## src/rtl/sd_block_fetch_if.sv

```systemverilog
// SPI byte-engine and sector-buffer write signals used by sd_block_fetch.
// master: the fetch block; slave: the SPI engine plus buffer RAM side.
interface sd_block_fetch_if #(
  parameter int unsigned ADDR_W = 9
) ();
  logic              SPI_BUSY;
  logic [7:0]        SPI_RX;
  logic              SPI_GO;
  logic [7:0]        SPI_TX;
  logic              BUF_WE;
  logic [ADDR_W-1:0] BUF_ADDR;
  logic [7:0]        BUF_DATA;

  modport master (
    input  SPI_BUSY, SPI_RX,
    output SPI_GO, SPI_TX, BUF_WE, BUF_ADDR, BUF_DATA
  );

  modport slave (
    output SPI_BUSY, SPI_RX,
    input  SPI_GO, SPI_TX, BUF_WE, BUF_ADDR, BUF_DATA
  );
endinterface

```

## src/rtl/sd_block_fetch.sv

```systemverilog
// Autonomous SD single-block read receiver: token hunt, 512-byte stream into the buffer, CRC capture.
// Optional SD_CRC_CHECK_EN adds a running CRC-16-CCITT check of the data against the received CRC.
module sd_block_fetch #(
  parameter int unsigned BLOCK_BYTES   = 512,
  parameter int unsigned ADDR_W        = 9,
  parameter int unsigned TOKEN_TIMEOUT = 4095
) (
  input  logic                     CLOCK_50,
  input  logic                     RESET,
  input  logic                     START,
  input  logic                     ABORT,
  sd_block_fetch_if.master         fetch_if,
  output logic [15:0]              CRC,
  output logic                     ACTIVE,
  output logic                     DONE,
  output logic                     ERROR,
  output logic [1:0]               ERR_CODE
);

  typedef enum logic [3:0] {
    StIdle, StPGo, StPArm, StPWait, StDGo, StDArm, StDWait, StCGo, StCArm, StCWait, StFin
  } state_e;

  localparam logic [ADDR_W-1:0] LastAddr  = ADDR_W'(BLOCK_BYTES - 1);
  localparam logic [15:0]       PollLimit = 16'(TOKEN_TIMEOUT);

  state_e            state_q, state_d;
  logic [15:0]       poll_q, poll_d, poll_inc;
  logic [ADDR_W-1:0] cnt_q, cnt_d;
  logic [15:0]       crc_q, crc_d;
  logic              crc_lo_q, crc_lo_d;
  logic              done_q, done_d;
  logic              error_q, error_d;
  logic [1:0]        code_q, code_d;
  logic              spi_go, buf_we;
  logic              busy;
  logic [7:0]        rx;

`ifdef SD_CRC_CHECK_EN
  logic [15:0] calc_q, calc_d;

  // MSB-first CRC-16-CCITT over one byte, all eight bit-steps in one cycle.
  function automatic logic [15:0] crc16_byte(logic [15:0] c, logic [7:0] d);
    logic [15:0] r;
    r = c;
    for (int i = 7; i >= 0; i--) begin
      r = {r[14:0], 1'b0} ^ ((r[15] ^ d[i]) ? 16'h1021 : 16'h0000);
    end
    return r;
  endfunction
`endif

  assign busy     = fetch_if.SPI_BUSY;
  assign rx       = fetch_if.SPI_RX;
  assign poll_inc = poll_q + 16'd1;

  always_comb begin
    state_d  = state_q;
    poll_d   = poll_q;
    cnt_d    = cnt_q;
    crc_d    = crc_q;
    crc_lo_d = crc_lo_q;
    done_d   = done_q;
    error_d  = error_q;
    code_d   = code_q;
`ifdef SD_CRC_CHECK_EN
    calc_d   = calc_q;
`endif
    spi_go   = 1'b0;
    buf_we   = 1'b0;
    if (ABORT) begin
      state_d = StIdle;
      done_d  = 1'b0;
      error_d = 1'b0;
      code_d  = 2'd0;
    end else begin
      unique case (state_q)
        StIdle, StFin: begin
          if (START) begin
            state_d  = StPGo;
            done_d   = 1'b0;
            error_d  = 1'b0;
            code_d   = 2'd0;
            poll_d   = 16'd0;
            cnt_d    = '0;
            crc_lo_d = 1'b0;
`ifdef SD_CRC_CHECK_EN
            calc_d   = 16'h0000;
`endif
          end
        end
        StPGo: if (!busy) begin spi_go = 1'b1; state_d = StPArm; end
        StPArm: state_d = StPWait;
        StPWait: begin
          if (!busy) begin
            if (rx == 8'hFE) begin
              state_d = StDGo;
            end else if (rx[7:4] == 4'h0) begin
              state_d = StFin;
              error_d = 1'b1;
              code_d  = 2'd2;
            end else begin
              // Anything else is idle line or noise and counts as a poll byte.
              poll_d = poll_inc;
              if (poll_inc == PollLimit) begin
                state_d = StFin;
                error_d = 1'b1;
                code_d  = 2'd1;
              end else begin
                state_d = StPGo;
              end
            end
          end
        end
        StDGo: if (!busy) begin spi_go = 1'b1; state_d = StDArm; end
        StDArm: state_d = StDWait;
        StDWait: begin
          if (!busy) begin
            buf_we = 1'b1;
`ifdef SD_CRC_CHECK_EN
            calc_d = crc16_byte(calc_q, rx);
`endif
            if (cnt_q == LastAddr) begin
              cnt_d   = '0;
              state_d = StCGo;
            end else begin
              cnt_d   = cnt_q + 1'b1;
              state_d = StDGo;
            end
          end
        end
        StCGo: if (!busy) begin spi_go = 1'b1; state_d = StCArm; end
        StCArm: state_d = StCWait;
        StCWait: begin
          if (!busy) begin
            if (!crc_lo_q) begin
              crc_d[15:8] = rx;
              crc_lo_d    = 1'b1;
              state_d     = StCGo;
            end else begin
              crc_d[7:0] = rx;
              state_d    = StFin;
`ifdef SD_CRC_CHECK_EN
              if ({crc_q[15:8], rx} != calc_q) begin
                error_d = 1'b1;
                code_d  = 2'd3;
              end else begin
                done_d  = 1'b1;
              end
`else
              done_d = 1'b1;
`endif
            end
          end
        end
        default: state_d = StIdle;
      endcase
    end
  end

  always_ff @(posedge CLOCK_50) begin
    if (RESET) begin
      state_q  <= StIdle;
      poll_q   <= 16'd0;
      cnt_q    <= '0;
      crc_q    <= 16'h0000;
      crc_lo_q <= 1'b0;
      done_q   <= 1'b0;
      error_q  <= 1'b0;
      code_q   <= 2'd0;
`ifdef SD_CRC_CHECK_EN
      calc_q   <= 16'h0000;
`endif
    end else begin
      state_q  <= state_d;
      poll_q   <= poll_d;
      cnt_q    <= cnt_d;
      crc_q    <= crc_d;
      crc_lo_q <= crc_lo_d;
      done_q   <= done_d;
      error_q  <= error_d;
      code_q   <= code_d;
`ifdef SD_CRC_CHECK_EN
      calc_q   <= calc_d;
`endif
    end
  end

  // Strobes are gated by RESET so nothing leaves the block during the reset cycle.
  assign fetch_if.SPI_GO   = spi_go & ~RESET;
  assign fetch_if.SPI_TX   = 8'hFF;
  assign fetch_if.BUF_WE   = buf_we & ~RESET;
  assign fetch_if.BUF_ADDR = cnt_q;
  assign fetch_if.BUF_DATA = (buf_we & ~RESET) ? rx : 8'h00;

  assign CRC      = crc_q;
  assign ACTIVE   = (state_q != StIdle) && (state_q != StFin);
  assign DONE     = done_q;
  assign ERROR    = error_q;
  assign ERR_CODE = code_q;

endmodule
```

## src/flat_wrapper.sv

```systemverilog
// flat-port wrapper written by rule: the top's interface ports become plain ports
module sd_block_fetch_flat 
#(
  parameter int unsigned BLOCK_BYTES   = 512,
  parameter int unsigned ADDR_W        = 9,
  parameter int unsigned TOKEN_TIMEOUT = 4095
)
  (CLOCK_50, RESET, START, ABORT, CRC, ACTIVE, DONE, ERROR, ERR_CODE, fetch_if_SPI_BUSY, fetch_if_SPI_RX, fetch_if_SPI_GO, fetch_if_SPI_TX, fetch_if_BUF_WE, fetch_if_BUF_ADDR, fetch_if_BUF_DATA);
  sd_block_fetch_if #(.ADDR_W(ADDR_W)) fetch_if_i ();
  input  logic CLOCK_50;
  input  logic RESET;
  input  logic START;
  input  logic ABORT;
  output logic [15:0] CRC;
  output logic ACTIVE;
  output logic DONE;
  output logic ERROR;
  output logic [1:0] ERR_CODE;
  input wire logic [$bits(fetch_if_i.SPI_BUSY)-1:0] fetch_if_SPI_BUSY;
  input wire logic [$bits(fetch_if_i.SPI_RX)-1:0] fetch_if_SPI_RX;
  output wire logic [$bits(fetch_if_i.SPI_GO)-1:0] fetch_if_SPI_GO;
  output wire logic [$bits(fetch_if_i.SPI_TX)-1:0] fetch_if_SPI_TX;
  output wire logic [$bits(fetch_if_i.BUF_WE)-1:0] fetch_if_BUF_WE;
  output wire logic [$bits(fetch_if_i.BUF_ADDR)-1:0] fetch_if_BUF_ADDR;
  output wire logic [$bits(fetch_if_i.BUF_DATA)-1:0] fetch_if_BUF_DATA;
  assign fetch_if_i.SPI_BUSY = fetch_if_SPI_BUSY;
  assign fetch_if_i.SPI_RX = fetch_if_SPI_RX;
  assign fetch_if_SPI_GO = fetch_if_i.SPI_GO;
  assign fetch_if_SPI_TX = fetch_if_i.SPI_TX;
  assign fetch_if_BUF_WE = fetch_if_i.BUF_WE;
  assign fetch_if_BUF_ADDR = fetch_if_i.BUF_ADDR;
  assign fetch_if_BUF_DATA = fetch_if_i.BUF_DATA;
  sd_block_fetch #(.BLOCK_BYTES(BLOCK_BYTES), .ADDR_W(ADDR_W), .TOKEN_TIMEOUT(TOKEN_TIMEOUT)) u_core (.CLOCK_50(CLOCK_50), .RESET(RESET), .START(START), .ABORT(ABORT), .fetch_if(fetch_if_i), .CRC(CRC), .ACTIVE(ACTIVE), .DONE(DONE), .ERROR(ERROR), .ERR_CODE(ERR_CODE));
endmodule
```

## config.mk

```make
export PLATFORM = sky130hd
export DESIGN_NAME = sd_block_fetch_flat
export DESIGN_NICKNAME = d
export VERILOG_FILES = /design/src/rtl/sd_block_fetch_if.sv /design/src/rtl/sd_block_fetch.sv /design/src/flat_wrapper.sv
export SDC_FILE = /design/constraint.sdc
export NUM_CORES = 1
export LEC_CHECK = 0
export ABC_AREA = 1
export CAP_MARGIN = 0
export CORE_ASPECT_RATIO = 0.8
export CORE_UTILIZATION = 42
export DETAILED_ROUTE_END_ITERATION = 12
export GPL_TIMING_DRIVEN = 1
export PLACE_DENSITY = 0.73
export SYNTH_ARGS = -nofsm -noshare
export SYNTH_HDL_FRONTEND = slang
export SYNTH_SLANG_ARGS = --single-unit
```

## constraint.sdc

```tcl
create_clock -name CLOCK_50 -period 2.97 [get_ports CLOCK_50]
set_input_delay 0.594 -clock CLOCK_50 [delete_from_list [all_inputs] [get_ports CLOCK_50]]
set_output_delay 0.594 -clock CLOCK_50 [all_outputs]
set_load 0.1 [all_outputs]
```

==> metrics.md <==
| Metric | Value |
|---|---|
| Number of antenna violations at the first check in global routing | `0` |
| Number of enable-type register cells in the synthesized netlist | `0` |
| Number of standard cells in the final layout excluding fillers | `between 500 and 600` |
| Chip height | `~76 um` |
| Depth of the worst hold-timing path | `2` |
| Sequential fraction of the synthesis area | `0.350` |
| Setup repair after global routing missed its margin | `false` |
| Cts-stage hold buffer count | `0` |
| Number of nets with antenna violations after detailed routing | `0` |
| Sw frac | `0.331` |
| GR Util met1 | `0.293` |
| Max-cap viol count | `0` |
| Number of search-and-repair iterations in the first detailed-routing pass | `4` |
| Number of sinks on the clock net | `50` |
| Total area of multi-input combinational cells | `roughly 0.0016 sq mm` |
| Reg-to-reg endpoint | `u_core.poll_q[1]$_SDFFE_PP0P_` |
| Cell area after synthesis | `approximately 0.0029 sq mm` |
| Starting utilization of the core area | `0.442` |
| Area share of the largest cell type after synthesis | `0.350` |
| Remaining design rule violation count | `0` |
| Number of fillers in the final layout | `617` |
| Via Count | `2843` |
| Crit Path Class | `reg -> out` |
| Cells on worst reg2reg path | `11` |
| Part of the total power dissipated in combinational logic | `0.171` |
| Final cycle utilization of the critical path | `0.939` |
| Post-synthesis average cell area | `slightly below 7 sq um` |
| Global-route total usage across every layer | `0.206` |
| Critical Path Sink Type | `output pin` |
| CP startpoint | `u_core.state_q[1]$_SDFFE_PP0P_` |
| Slack of the critical path | `0.181 ns` |
| Gp weighted congestion | `0.841` |
| Required time of the worst setup path | `~2.4 ns` |
| Routed vias/inst | `slightly above 5` |
| Global route overflow | `0` |
| Maximum fanout along the worst path | `8` |
| Path category of the worst min-delay check | `reg -> reg` |
| Cell count after synthesis | `421` |
| HPWL after detailed placement | `roughly 5.4 mm` |
| Layout overhead on the synthesized area | `28.8%` |
| Core Footprint | `between 0.006 and 0.007 sq mm` |
| Layout net count | `roughly 500` |
| Final number of max-transition violations | `0` |
| TritonCTS clock tree | `built` |
| Layer carrying the most global-route usage | `met2` |
| Sequential cell fraction of total power | `0.508` |
| Total number of placement rows | `26` |
| GR met3 Demand/Resource | `0.0549` |
| LEAKAGE | `about 1.5 nW` |
| Pin count of the biggest net entering global routing | `23` |
| Clock Tree Buf Depth | `2` |
| Root Buffer Master | `clkbuf_8` |
| Status | `finished, final reports clean` |
| Global Route met2 Usage | `0.312` |
| Wire length of the first global-routing pass | `roughly 12 mm` |
| Top cell type by total area after synthesis | `dfxtp_1` |
| Count of inserted antenna diode cells | `0` |
| Routed wire length | `~7 mm` |
| Final Hold Viols | `0` |
| Post-placement setup slack | `between 0.1 and 0.15 ns` |
| Fraction of final layout cells with drive strength greater than 1 | `0.209` |
| Post-synthesis cell type count | `between 40 and 50` |
| R2R Path Start | `u_core.state_q[0]$_SDFFE_PP0P_` |
| DRC marker count from the first detailed-route iteration | `~130` |
| Clk slew on worst S/H paths | `about 0.1 ns` |
| Clk_skew | `0.0141 ns` |
| Number of input and output port buffers inserted | `52` |
| Slack of the worst reg-to-reg path | `roughly 0.73 ns` |
| Peak Freq | `approximately 360 MHz` |
| YS warnings | `0` |
| Number of setup violations in the final report | `0` |
| Number of global-route vias before repair | `roughly 2500` |
| Clock period minus worst slack | `2.79 ns` |
| Relative contribution of the clock network to total power | `0.321` |
| Max VDD drop | `0.264 mV` |
| CTS buffer count | `5` |
| Clock insertion delay at the later pin of the skew report | `0.32 ns` |
| Largest cells by area after synthesis | `dfxtp_1, nand2_1, a21oi_1` |
| Design internal power | `approximately 930 uW` |
| Combined flip-flop and latch cell area | `about 0.0010 sq mm` |
| CTS H-tree lvls | `2` |
| Post-synthesis sequential element count | `50` |
| Cell Pwr Density | `roughly 380 mW/mm^2` |
| Count of boundary I/O pins | `61` |
| DIE AREA | `between 0.007 and 0.008 sq mm` |
| Worst setup SP type | `flip-flop` |
| Synth async-reset ratio | `0` |
| Total placed cells including tap cells | `554` |
| Die X | `about 94 um` |
| Per-cell routed wire length | `12.8 um` |
| Core utilization of the finished layout | `0.569` |
| End point of the critical path | `fetch_if_BUF_DATA[0]` |
| Leading register cell type out of synthesis | `dfxtp_1` |
| Net Switching | `between 400 and 500 uW` |
| WP data arrival | `about 2.2 ns` |
-- layer usage --
metal	part of all wire	wire length, um
met2	0.43	3080
met5	0	0
met3	0.056	402
met4	0.0068	49
met1	0.51	3680
-- power groups by stage --
stage | clock [mW] | combinational, mW | sequential, mW
final | 0.445 | 0.236 | 0.704
after global routing | 0.478 | 0.255 | 0.706
after CTS | 0.449 | 0.236 | 0.703
after detailed placement | 0 | 0.235 | 0.719
after global placement | 0 | 0.232 | 0.718
after floorplan | 0 | 0.177 | 0.729
-- worst max-delay path, cell delays in order (launching register included) --
cell,delay [ns]
dfxtp_1,0.39
inv_1,0.08
nor2_2,0.14
inv_1,0.10
nor2_4,0.17
inv_2,0.09
nor3_4,0.29
clkinvlp_4,0.16
buf_12,0.17
nor2_4,0.12
buf_12,0.18
-- per-stage QoR --
stage	TNS [ns]	power (mW)	hold WS [ns]	instance area [sq um]
after global placement	0	0.950	0.451	3580
after global routing	0	1.44	0.505	3690
after CTS	0	1.39	0.477	3670
after detailed placement	0	0.953	0.461	3580
final	0	1.39	0.473	3690
after floorplan	-4.72	0.907	0.453	2980
-- cells by family (layout without fill, tap and decap cells) --
group / count (synthesis) / count (layout) / synth area share
and+or+nand+nor: 197 / 197 / 0.314
AOI/OAI and AO/OA: 93 / 93 / 0.195
DFF: 50 / 50 / 0.350
buffers and inverters: 74 / 125 / 0.116
adders and majority gates: 4 / 4 / 0.0175
xor gates and xnor gates: 2 / 2 / 0.00612
other: 1 / 8 / 0.00131
-- area by class of cell --
type	count	area share
Timing Repair Buffer	61	0.170
Inverter	56	0.0594
Multi-Input combinational cell	304	0.444
Clock inverter	3	0.00781
Tap cell	84	0.0285
Sequential cell	50	0.272
Clock buffer	5	0.0187
-- state kept, by name, indices dropped and copies added (netlist names) --
name                      flops
u_core.CRC                   16
u_core.DONE                   1
u_core.ERROR                  1
u_core.ERR_CODE               2
u_core.crc_lo_q               1
u_core.fetch_if.BUF_ADDR      9
u_core.poll_q                16
u_core.state_q                4
-- worst min-delay path by stage --
stage                               startpoint                         endpoint  slack [ns]
3_3_place_gp         u_core.ERROR$_SDFFE_PP0P_        u_core.ERROR$_SDFFE_PP0P_        0.45
2_1_floorplan   u_core.poll_q[15]$_SDFFE_PP0P_   u_core.poll_q[15]$_SDFFE_PP0P_        0.45
3_5_place_dp   u_core.ERR_CODE[1]$_SDFFE_PP0P_  u_core.ERR_CODE[1]$_SDFFE_PP0P_        0.46
4_1_cts        u_core.ERR_CODE[1]$_SDFFE_PP0P_  u_core.ERR_CODE[1]$_SDFFE_PP0P_        0.48
6_report       u_core.ERR_CODE[1]$_SDFFE_PP0P_  u_core.ERR_CODE[1]$_SDFFE_PP0P_        0.47
5_1_grt        u_core.ERR_CODE[1]$_SDFFE_PP0P_  u_core.ERR_CODE[1]$_SDFFE_PP0P_        0.50
-- cell usage in the layout (no fill, tap or decap), types with 5 or more instances in the layout --
master           synthesis  final
buf_12                   0     11
inv_2                    6      6
nand4_1                  9      9
nand3_1                 17     17
nand2_1                 85     85
nor3_1                   8      7
clkbuf_8                 0      5
nor2_1                  54     45
dfxtp_1                 50     50
nor2_4                   0     10
a21oi_1                 43     43
o21ai_0                 31     31
nor2_2                   9      8
inv_1                   49     48
conb_1                   1      8
clkdlybuf4s50_1          0     12
buf_4                   10     38
-- synthesized netlist by cell type (all sizes together), types with 2 or more instances --
library cell,instances
ha,4
a211oi,6
o21ai,34
or2,3
nand2,88
nand3,18
nand4,10
o221ai,2
clkbuf,3
nor4,2
dfxtp,50
nor3b,3
buf,15
a221oi,2
nor3,9
inv,55
nor2,63
a21oi,43
-- timing repair --
item | 4_1_cts | 5_1_grt
setup endpoints to repair | 0 | 8
buffers inserted | 0 | 1
resized for setup | 0 | 1
No activity file was read; power rests on OpenSTA's default activity.
